<file path="src/rtl/mdu_pkg.sv">
// Shared types and constants for the multiply/divide sequencer.
// Used by both the controller and the iterative divider core.
package mdu_pkg;

    typedef enum logic [2:0] {
        MDU_NONE  = 3'd0,
        MDU_MULT  = 3'd1,
        MDU_MULTU = 3'd2,
        MDU_DIV   = 3'd3,
        MDU_DIVU  = 3'd4
    } mdu_op_t;

    typedef enum logic [1:0] {
        ST_IDLE,
        ST_MUL,
        ST_DIV,
        ST_DONE
    } mdu_state_t;

    localparam int unsigned DIV_ITERS_DEFAULT = 32;
    localparam logic [31:0] DIV0_LO           = 32'hFFFF_FFFF;

    // Two's-complement magnitude, applied only when the operation is signed.
    function automatic logic [31:0] mag32(input logic [31:0] v, input logic is_signed);
        return (is_signed && v[31]) ? (~v + 32'd1) : v;
    endfunction

endpackage

</file>
<file path="src/rtl/div_radix2.sv">
// Iterative unsigned radix-2 restoring divider: one quotient bit per cycle.
// done pulses on the last iteration while quotient/remainder show that step's result.
module div_radix2
    import mdu_pkg::*;
#(
    parameter int unsigned ITERS = DIV_ITERS_DEFAULT
) (
    input  logic        clk,
    input  logic        rst,
    input  logic        start,
    input  logic        abort,
    input  logic [31:0] dividend,
    input  logic [31:0] divisor,
    output logic        done,
    output logic [31:0] quotient,
    output logic [31:0] remainder
);

    logic        running;
    logic [5:0]  cnt;
    logic [31:0] rem;
    logic [31:0] quo;
    logic [31:0] dsr;
    logic [32:0] shifted;
    logic [32:0] diff;
    logic        fits;

    always_comb begin
        shifted   = {rem, quo[31]};
        diff      = shifted - {1'b0, dsr};
        fits      = ~diff[32];
        quotient  = {quo[30:0], fits};
        remainder = fits ? diff[31:0] : shifted[31:0];
        done      = running && (cnt == 6'(ITERS - 1));
    end

    always_ff @(posedge clk) begin
        if (rst || abort) begin
            running <= 1'b0;
            cnt     <= '0;
        end else if (start) begin
            running <= 1'b1;
            cnt     <= '0;
        end else if (running) begin
            cnt <= cnt + 6'd1;
            if (done) begin
                running <= 1'b0;
            end
        end
    end

    // NOTE: pure datapath registers carry no reset; they are always loaded by start before use.
    always_ff @(posedge clk) begin
        if (start) begin
            rem <= '0;
            quo <= dividend;
            dsr <= divisor;
        end else if (running) begin
            rem <= remainder;
            quo <= quotient;
        end
    end

endmodule

</file>
<file path="src/rtl/muldiv_ctrl.sv">
// Multi-cycle MULT/MULTU/DIV/DIVU sequencer for the execute stage.
// Holds E with stall_o until the {HI,LO} result is ready, then presents it until the pipe advances.
module muldiv_ctrl
    import mdu_pkg::*;
#(
    parameter int unsigned DIV_ITERS = DIV_ITERS_DEFAULT
) (
    input  logic        clk,
    input  logic        rst,
    input  logic        E_valid,
    input  logic [2:0]  E_op,
    input  logic [31:0] E_a,
    input  logic [31:0] E_b,
    input  logic        pipe_adv,
    input  logic        flush,
    output logic        stall_o,
    output logic        busy_o,
    output logic        result_valid_o,
    output logic [63:0] hilo_o
);

    mdu_op_t    op;
    mdu_state_t state;
    mdu_state_t state_next;

    logic        req;
    logic        start;
    logic        is_mul;
    logic        signed_op;
    logic        div_by_zero;
    logic        div_start;
    logic        div_done;
    logic [31:0] div_q;
    logic [31:0] div_r;
    logic [31:0] q_fix;
    logic [31:0] r_fix;

    logic [31:0] op_a;
    logic [31:0] op_b;
    logic        mul_signed;
    logic        neg_q;
    logic        neg_r;
    logic [63:0] ext_a;
    logic [63:0] ext_b;
    logic [63:0] product;

    assign op = mdu_op_t'(E_op);

    always_comb begin
        req         = E_valid && (op != MDU_NONE);
        start       = (state == ST_IDLE) && req && !flush;
        is_mul      = (op == MDU_MULT) || (op == MDU_MULTU);
        signed_op   = (op == MDU_MULT) || (op == MDU_DIV);
        div_by_zero = !is_mul && (E_b == 32'd0);
        div_start   = start && !is_mul && !div_by_zero;
    end

    div_radix2 #(
        .ITERS(DIV_ITERS)
    ) u_div (
        .clk       (clk),
        .rst       (rst),
        .start     (div_start),
        .abort     (flush),
        .dividend  (mag32(E_a, signed_op)),
        .divisor   (mag32(E_b, signed_op)),
        .done      (div_done),
        .quotient  (div_q),
        .remainder (div_r)
    );

    // Extending both operands to 64 bits makes one unsigned multiplier serve both signednesses.
    always_comb begin
        ext_a   = mul_signed ? {{32{op_a[31]}}, op_a} : {32'd0, op_a};
        ext_b   = mul_signed ? {{32{op_b[31]}}, op_b} : {32'd0, op_b};
        product = ext_a * ext_b;
        q_fix   = neg_q ? (~div_q + 32'd1) : div_q;
        r_fix   = neg_r ? (~div_r + 32'd1) : div_r;
    end

    always_ff @(posedge clk) begin
        if (start) begin
            op_a       <= E_a;
            op_b       <= E_b;
            mul_signed <= signed_op;
            neg_q      <= signed_op && (E_a[31] ^ E_b[31]);
            neg_r      <= signed_op && E_a[31];
        end
    end

    always_ff @(posedge clk) begin
        if (rst) begin
            state <= ST_IDLE;
        end else begin
            state <= state_next;
        end
    end

    // NOTE: state_next gets a default before the case so no path can infer a latch.
    always_comb begin
        state_next = state;
        case (state)
            ST_IDLE: if (start) state_next = is_mul ? ST_MUL : (div_by_zero ? ST_DONE : ST_DIV);
            ST_MUL:  state_next = ST_DONE;
            ST_DIV:  if (div_done) state_next = ST_DONE;
            ST_DONE: if (pipe_adv) state_next = ST_IDLE;
            default: state_next = ST_IDLE;
        endcase
        if (flush) begin
            state_next = ST_IDLE;
        end
    end

    always_comb begin
        busy_o         = (state != ST_IDLE);
        result_valid_o = (state == ST_DONE);
        stall_o        = req && (state != ST_DONE) && !flush;
    end

    always_ff @(posedge clk) begin
        if (rst) begin
            hilo_o <= '0;
        end else if (start && div_by_zero) begin
            hilo_o <= {E_a, DIV0_LO};
        end else if (!flush && (state == ST_MUL)) begin
            hilo_o <= product;
        end else if (!flush && (state == ST_DIV) && div_done) begin
            hilo_o <= {r_fix, q_fix};
        end
    end

endmodule

</file>
<file path="config.mk">
export PLATFORM = sky130hd
export DESIGN_NAME = muldiv_ctrl
export DESIGN_NICKNAME = d
export VERILOG_FILES = /design/src/rtl/mdu_pkg.sv /design/src/rtl/div_radix2.sv /design/src/rtl/muldiv_ctrl.sv
export SDC_FILE = /design/constraint.sdc
export NUM_CORES = 2
export LEC_CHECK = 0
export BUFFER_PORTS_ARGS = -buffer_cell sky130_fd_sc_hd__buf_2
export CORE_ASPECT_RATIO = 1.2
export CORE_MARGIN = 8
export CORE_UTILIZATION = 70
export DETAILED_ROUTE_END_ITERATION = 6
export PLACE_DENSITY_LB_ADDON = 0.3
export SKIP_LAST_GASP = 1
export SLEW_MARGIN = 20
export SYNTH_ARGS = -nofsm -noshare
export SYNTH_HDL_FRONTEND = slang
export SYNTH_HIERARCHICAL = 1
export SYNTH_SLANG_ARGS = --single-unit
</file>
<file path="constraint.sdc">
create_clock -name clk -period 13.7 [get_ports clk]
set_clock_uncertainty 0.1 [all_clocks]
set_input_delay 2.74 -clock clk [delete_from_list [all_inputs] [get_ports clk]]
set_output_delay 2.74 -clock clk [all_outputs]
set_load 0.01 [all_outputs]
</file>
* Word-level counts from Yosys, hierarchy flattened
Index checks and enable logic that the tools add are counted.
Widths: inputs -> output; s select.
** Operators by class
- Reductions and logical operators :: 31
- Multiply operators :: 1
- Equality and inequality tests :: 11
- Add/subtract/negate cells :: 6
- Multiplexer cells :: 21
- Bitwise gates (word level) :: 6
** Operators by type and width (number)
- $mux 64 :: 5
- $mux 32 :: 7
- $add 32x1->32 const B :: 4
- $not 32->32 :: 4
- $mul 64x64->64 :: 1
- $sub 33x32->33 :: 1
- $logic_not 32->1 :: 1
- $logic_and 1x1->1 :: 16
- $mux 2 :: 4
- $ne 2x2->1 const B :: 4
- $pmux 2 s4 :: 1
- $add 6x1->6 const B :: 1
- $eq 3x2->1 const B :: 2
- $eq 6x5->1 const B :: 1
- $reduce_bool 3->1 :: 2
- $eq 2x2->1 const B :: 2
- $mux 1 :: 4
- $reduce_bool 2->1 :: 2
- $reduce_or 2->1 :: 2
- $eq 3x1->1 const B :: 1
- $logic_not 1->1 :: 3
- $logic_or 1x1->1 :: 3
- $reduce_and 3->1 :: 1
- $eq 2x1->1 const B :: 1
- 3 further kinds :: 3
** Storage, ports and cells
- Input bits :: 72
- Output and inout port bits :: 67
- Flip-flop bits (word level) :: 236
- Word-level logic and storage cells :: 88

* Longest topological paths before layout
- Word-level depth :: 8
- Gate-level depth with buffers :: 36
- Mapped depth without buffers :: 33

* By module
Netlist, hierarchy kept.
** Modules (own cells, without submodules)
- muldiv_ctrl :: times used 1, cells each 6027, seq. area each 3333.2 um^2, area an instance 55827.3 um^2
- div_radix2 :: times used 1, cells each 644, seq. area each 2702.6 um^2, area an instance 6456.2 um^2

* Least setup slack after synthesis
OpenSTA, ideal clock, no wires.
- Kind :: register to register
- From :: register mul_signed
- To :: register hilo_o[61]
- Path buffers :: 3
- Stages on the path, launching flop included :: 34
- Setup slack :: 4497 ps
- Required time :: 13513 ps
- Arrival :: 9016 ps
- Library setup time :: 87 ps
- Period minus slack after synthesis :: 9203 ps
- Path through :: edfxtp_1 and2_1 clkbuf_1 clkbuf_1 nand2_1 inv_1 fa_1 inv_1 fa_1 inv_1 fa_1 inv_1 fa_1 inv_1 fa_1 fa_1 fa_1 fa_1 fa_1 inv_1 fa_1 inv_1 ha_1 clkbuf_1 a21oi_1 o21bai_1 a21oi_1 nor2b_1 o21ai_0 nand2b_1 a21o_1 a21oi_1 a21oi_1 o31ai_1
** On the way
- Word-level cells in the longest chain between the ends :: 4
- Elaborated cells on any way between the ends :: 5
- Those cells by class :: 1 x mul; 4 x mux
** RTL lines
- from (decl) :: RTL line muldiv_ctrl.sv:40 : logic mul_signed;
- from (signal assigned) :: RTL line muldiv_ctrl.sv:85 : mul_signed <= signed_op;
- $mux 64, on equally long branches :: RTL line muldiv_ctrl.sv:74, muldiv_ctrl.sv:75
- $mul 64x64->64 (*) :: RTL line muldiv_ctrl.sv:76 : product = ext_a * ext_b;
- $mux 64 (*) :: RTL line muldiv_ctrl.sv:125 : end else if (!flush && (state == ST_MUL)) begin
- $mux 64 (*) :: RTL line muldiv_ctrl.sv:123 : end else if (start && div_by_zero) begin
- to (signal assigned) :: RTL line muldiv_ctrl.sv:124 : hilo_o <= {E_a, DIV0_LO};
- to (signal assigned) :: RTL line muldiv_ctrl.sv:126 : hilo_o <= product;
- to (signal assigned) :: RTL line muldiv_ctrl.sv:128 : hilo_o <= {r_fix, q_fix};
- to (decl) :: RTL line muldiv_ctrl.sv:19 : output logic [63:0] hilo_o
Mark *: on every way between the ends. The rest lies on a longest branch, timed or not.
A chain may end at the register's enable or synchronous reset.

* Worst setup path after layout
- From :: register op_a[31]
- To :: register hilo_o[59]
** On the way
- Word-level cells in the longest chain between the ends :: 4
** RTL lines
- from (decl) :: RTL line muldiv_ctrl.sv:38 : logic [31:0] op_a;
- from (signal assigned) :: RTL line muldiv_ctrl.sv:83 : op_a <= E_a;
- $mux 64 :: RTL line muldiv_ctrl.sv:74 : ext_a = mul_signed ? {{32{op_a[31]}}, op_a} : {32'd0, op_a};
- $mul 64x64->64 :: RTL line muldiv_ctrl.sv:76
- $mux 64 :: RTL line muldiv_ctrl.sv:125
- $mux 64 :: RTL line muldiv_ctrl.sv:123
Every way passes these cells.

==> results by stage <==
Run:
- The tool flagged a number of max-cap violations equal to 0.

Place:
- Summed over all nets, the half-perimeter wirelength after detailed placement is 146 mm.
- In this run the tool buffered the top-level ports with 138 buffer cells.
- The global placer's final weighted congestion is 0.983.

Route:
- The routed layout has 46,700 vias.
- The remaining number of nets flagged by the antenna check after routing is 0.
- The routed wire length is 181 mm.
- The number of iterations in the first detailed-routing pass is 6.
- For this run, design rule violations remaining after detail routing come to 0.
- The detail-routed via count per cell is 6.02.
- The first routing iteration left 4,539 violations.
- The detailed-route wire length per cell is 23.4 µm.

Worst setup path:
- The sum of buffers and inverters on the critical path is 6.
- The signal arrival time at the worst endpoint is 11.52 ns.
- The minimum setup slack among reg-to-reg paths is 2.55 ns.
- The cell with the largest stage delay on the worst path is sky130_fd_sc_hd__and2_1.
- The critical path depth is 26.
- The critical path ends at hilo_o[59]$_SDFFE_PP0P_.
- Of all nets on the critical path, the largest fanout is 40.
- The path type of the worst setup path is reg -> reg.
- The type of destination of the critical path is a register.
- The kind of launch point of the worst setup path is a register.
- The worst reg-to-reg path cell count is 26.
- At the worst endpoint, the required time is 14.07 ns.
- The largest single stage delay on the critical path is 0.93 ns.
- The reg-to-reg endpoint is hilo_o[59]$_SDFFE_PP0P_.
- The launch instance of the worst register-to-register path is op_a[31]$_DFFE_PP_.
- The most critical setup path has its startpoint at op_a[31]$_DFFE_PP_.
- The critical path's most frequent cell is sky130_fd_sc_hd__fa_1.
- In this design, the largest share of critical-path delay is due to adder cells.

CTS:
- The register clock-pin slew on the reported worst setup and hold paths is 0.07 ns.
- No sink is reached through more buffers than the 3 on the longest clock path.
- The number of setup buffers added after CTS is 0.
- The hold-fix buffer count after cts is 0.
- Clock tree synthesis inserted a total of 25 buffers.
- After clock tree synthesis, the repair step resized 0 gates.
- The tree is rooted in a sky130_fd_sc_hd__clkbuf_16.
- The clock tree from TritonCTS is yes.
- Clock latency on the worst-skew pair, taken at its later pin, is 0.56 ns.
- The number of levels in the clock H-tree is 1.
- Counting every sink on the clock net gives 236.

Global route:
- The largest net degree at the start of global routing is 75.
- The first global-routing pass estimated 288 mm of wire.
- The total congestion overflow after global routing is 0.
- The overall global routing resource usage is 0.380.
- The number of global-route vias before repair is 51,300.
- The initial antenna violation count is 8.

Timing:
- The total negative slack for setup checks is 0 ns.
- After layout, the minimum clock period comes to 11.15 ns.
- Static timing analysis puts the maximum clock frequency at 89.7 MHz.
- The count of final max-slew check failures is 0.
- At the pin with the least slew margin, the transition time is 1.12 ns.
- Setup violations remaining at the end of the flow were counted as 0.
- The share of the clock period used by the worst path after layout is 0.814.
- The final hold violation count came to 0.
- The worst slew margin relative to its limit is 0.256.
- Setup repair after global routing left no endpoint under its margin.

Synthesis:
- In the post-synthesis netlist, the biggest area contributors are sky130_fd_sc_hd__fa_1 (46%), sky130_fd_sc_hd__inv_1 (9.6%), sky130_fd_sc_hd__ha_1 (7.0%), sky130_fd_sc_hd__edfxtp_1 (6.3%), sky130_fd_sc_hd__and2_1 (5.8%).
- The mapped netlist covers 62,300 µm².
- The number of distinct library cell variants in the gate-level netlist after synthesis is 88.
- The synthesized design contains 131 enable-type register cells.
- The biggest area contributor in the post-synthesis netlist is sky130_fd_sc_hd__fa_1.
- In this run, synthesis produced a sequential element count of 236.
- The net count after synthesis is 8,513.
- The most used flip-flop cell after synthesis is sky130_fd_sc_hd__edfxtp_1.
- The area share of the leading cell type in the synthesized netlist is 0.456.
- The number of warning messages in the yosys log is 6.
- The share of async-settable or async-resettable flops after synthesis is 0.
- Synthesis produced a netlist whose cell count is 6,671.
- Each instance of the synthesized netlist takes up on average 9.34 µm².
- The part of the Yosys area used for sequential elements is 0.0969.

Die:
- The die covers 98,800 µm².
- For this configuration, the core starts out at a cell density of 0.702.
- In this run the standard cell core region covers 88,700 µm².
- Pin placement for this block handled 139 I/O pins.
- The die boundary height is 343 µm.
- After floorplanning, the core was divided into 120 placement rows.
- From left edge to right edge, the die measures 288 µm.

Cells and area:
- The area growth from synthesis to final layout is 3.59%.
- The share of post-route cells with drive strength above 1 is 0.0554.
- The layout filler cell count is 6,509.
- The number of nets in the finished design is 8,410.

Worst hold path:
- The launch instance of the worst min-delay path is u_div/rem[28]$_SDFFE_PP0P_.
- The type of the tightest min-delay check is reg -> reg.

Run status:
- The run finished with clean final reports.
==> metrics by stage <==
stage | hold WS, ns | setup WS [ns] | std cells | area, µm² | utilization
finish | 0.390 | 2.55 | 7749 | 64500 | 0.727
CTS | 0.393 | 2.74 | 7745 | 64500 | 0.727
detailed placement | 0.382 | 2.81 | 7700 | 63600 | 0.717
floorplan | 0.358 | 4.50 | 6671 | 62300 | -
global placement | 0.366 | 2.94 | 7700 | 63600 | 0.717
global route | 0.406 | 2.09 | 7745 | 64500 | 0.727
==> sequential cells by signal, summed over array words and instances (netlist names) <==
signal and count:
u_div/dsr 32, op_b 32, mul_signed 1, u_div/running 1, u_div/quo 32, neg_r 1, state 2, op_a 32
u_div/cnt 6, hilo_o 64, u_div/rem 32, neg_q 1
==> synth_stat cells, types with 8 or more instances <==
master and count:
sky130_fd_sc_hd__xor2_1 89, sky130_fd_sc_hd__nand2b_1 14, sky130_fd_sc_hd__or3_1 13, sky130_fd_sc_hd__nand2_1 673, sky130_fd_sc_hd__or4_1 18, sky130_fd_sc_hd__a21boi_0 9
sky130_fd_sc_hd__mux2_4 24, sky130_fd_sc_hd__buf_2 9, sky130_fd_sc_hd__nor2b_1 17, sky130_fd_sc_hd__o21ai_1 18, sky130_fd_sc_hd__nor3_1 75, sky130_fd_sc_hd__a21o_1 44
sky130_fd_sc_hd__fa_1 1420, sky130_fd_sc_hd__buf_1 20, sky130_fd_sc_hd__nor2_1 192, sky130_fd_sc_hd__o21ai_0 117, sky130_fd_sc_hd__o21bai_1 16, sky130_fd_sc_hd__mux2i_1 14
sky130_fd_sc_hd__o211ai_1 37, sky130_fd_sc_hd__nor4_1 21, sky130_fd_sc_hd__a21oi_1 208, sky130_fd_sc_hd__mux2_2 32, sky130_fd_sc_hd__a211oi_1 28, sky130_fd_sc_hd__buf_4 32
sky130_fd_sc_hd__edfxtp_1 131, sky130_fd_sc_hd__nand4_1 29, sky130_fd_sc_hd__and2_1 582, sky130_fd_sc_hd__and3_1 36, sky130_fd_sc_hd__o31ai_1 22, sky130_fd_sc_hd__inv_1 1597
sky130_fd_sc_hd__o21a_1 30, sky130_fd_sc_hd__nand3_1 26, sky130_fd_sc_hd__ha_1 350, sky130_fd_sc_hd__a31oi_1 27, sky130_fd_sc_hd__dfxtp_1 105, sky130_fd_sc_hd__clkbuf_1 288
sky130_fd_sc_hd__o41ai_1 17, sky130_fd_sc_hd__xnor2_1 177, sky130_fd_sc_hd__a31o_2 8, sky130_fd_sc_hd__or2_2 8
==> layer usage <==
| metal | vias up | wire (µm) | part of all wire | track usage |
|---|---|---|---|---|
| met4 | 6 | 9300 | 0.051 | 0.160 |
| met3 | 603 | 22300 | 0.12 | 0.0970 |
| met2 | 2879 | 83300 | 0.46 | 0.604 |
| met5 | - | 41 | 0.00023 | 0 |
| met1 | 23500 | 66500 | 0.37 | 0.499 |
| li1 | 19700 | - | - | - |
==> worst min-delay path by stage <==
| stage | endpoint | cells past startpoint | slack, ns |
|---|---|---|---|
| 2_1_floorplan | u_div/rem[28]$_SDFFE_PP0P_ | 2 | 0.36 |
| 3_3_place_gp | u_div/cnt[5]$_SDFFE_PP0P_ | 2 | 0.37 |
| 3_5_place_dp | u_div/rem[28]$_SDFFE_PP0P_ | 2 | 0.38 |
| 4_1_cts | u_div/rem[28]$_SDFFE_PP0P_ | 2 | 0.39 |
| 5_1_grt | u_div/rem[28]$_SDFFE_PP0P_ | 2 | 0.41 |
| 6_report | u_div/rem[28]$_SDFFE_PP0P_ | 2 | 0.39 |
==> layout make-up <==
type,count,area (µm²),share of cell area
clock inverter,19,278,0.00431
antenna,4,10.0,0.000155
timing repair buffer,226,1350,0.0209
clock buffer,26,629,0.00975
sequential,236,6040,0.0936
multi-input combinational,4480,48800,0.756
inverter,1599,6000,0.0930
tap,1159,1450,0.0225
==> tightest hold or removal path, cell delays in order, from the launching register on <==
cell and delay [ns]:
sky130_fd_sc_hd__dfxtp_1 0.33, sky130_fd_sc_hd__nand2_1 0.07, sky130_fd_sc_hd__a21oi_1 0.05
==> cells by family (layout without fill, tap and decap cells) <==
group,count (synthesis),after routing,share of synthesized area
mux,72,72,0.0142
xor+xnor,266,266,0.0374
simple gates,1730,1730,0.138
buf+inv,1955,1870,0.121
fa+ha+maj,1772,1772,0.527
flops,236,236,0.0969
other cells,0,4,0
compound gates,640,640,0.0653
==> cells in the final DEF (no fill, tap or decap), types with 9 or more instances in the layout <==
| cell | synthesis | final |
|---|---|---|
| sky130_fd_sc_hd__nor2b_1 | 17 | 16 |
| sky130_fd_sc_hd__nor4_1 | 21 | 21 |
| sky130_fd_sc_hd__edfxtp_1 | 131 | 131 |
| sky130_fd_sc_hd__or4_1 | 18 | 18 |
| sky130_fd_sc_hd__and2_1 | 582 | 581 |
| sky130_fd_sc_hd__o21bai_1 | 16 | 16 |
| sky130_fd_sc_hd__mux2i_1 | 14 | 14 |
| sky130_fd_sc_hd__xor2_1 | 89 | 89 |
| sky130_fd_sc_hd__a21boi_0 | 9 | 9 |
| sky130_fd_sc_hd__clkbuf_16 | 0 | 25 |
| sky130_fd_sc_hd__a31oi_1 | 27 | 27 |
| sky130_fd_sc_hd__mux2_2 | 32 | 32 |
| sky130_fd_sc_hd__or3_1 | 13 | 13 |
| sky130_fd_sc_hd__nor2_1 | 192 | 191 |
| sky130_fd_sc_hd__o21ai_0 | 117 | 117 |
| sky130_fd_sc_hd__o41ai_1 | 17 | 17 |
| sky130_fd_sc_hd__nor3_1 | 75 | 74 |
| sky130_fd_sc_hd__nand4_1 | 29 | 29 |
| sky130_fd_sc_hd__a21o_1 | 44 | 44 |
| sky130_fd_sc_hd__mux2_4 | 24 | 24 |
| sky130_fd_sc_hd__ha_1 | 350 | 350 |
| sky130_fd_sc_hd__o21ai_1 | 18 | 18 |
| sky130_fd_sc_hd__a211oi_1 | 28 | 28 |
| sky130_fd_sc_hd__fa_1 | 1420 | 1420 |
| sky130_fd_sc_hd__and3_1 | 36 | 36 |
| sky130_fd_sc_hd__xnor2_1 | 177 | 177 |
| sky130_fd_sc_hd__nand3_1 | 26 | 26 |
| sky130_fd_sc_hd__o211ai_1 | 37 | 37 |
| sky130_fd_sc_hd__nand2b_1 | 14 | 14 |
| sky130_fd_sc_hd__nand2_1 | 673 | 671 |
| sky130_fd_sc_hd__inv_1 | 1597 | 1596 |
| sky130_fd_sc_hd__dfxtp_1 | 105 | 105 |
| sky130_fd_sc_hd__buf_2 | 9 | 138 |
| sky130_fd_sc_hd__buf_4 | 32 | 88 |
| sky130_fd_sc_hd__o31ai_1 | 22 | 22 |
| sky130_fd_sc_hd__o21a_1 | 30 | 30 |
| sky130_fd_sc_hd__a21oi_1 | 208 | 208 |
Power is left out: the tool's default activity adds up to more than one toggle a clock period on the data nets, which glitch-free logic cannot reach.
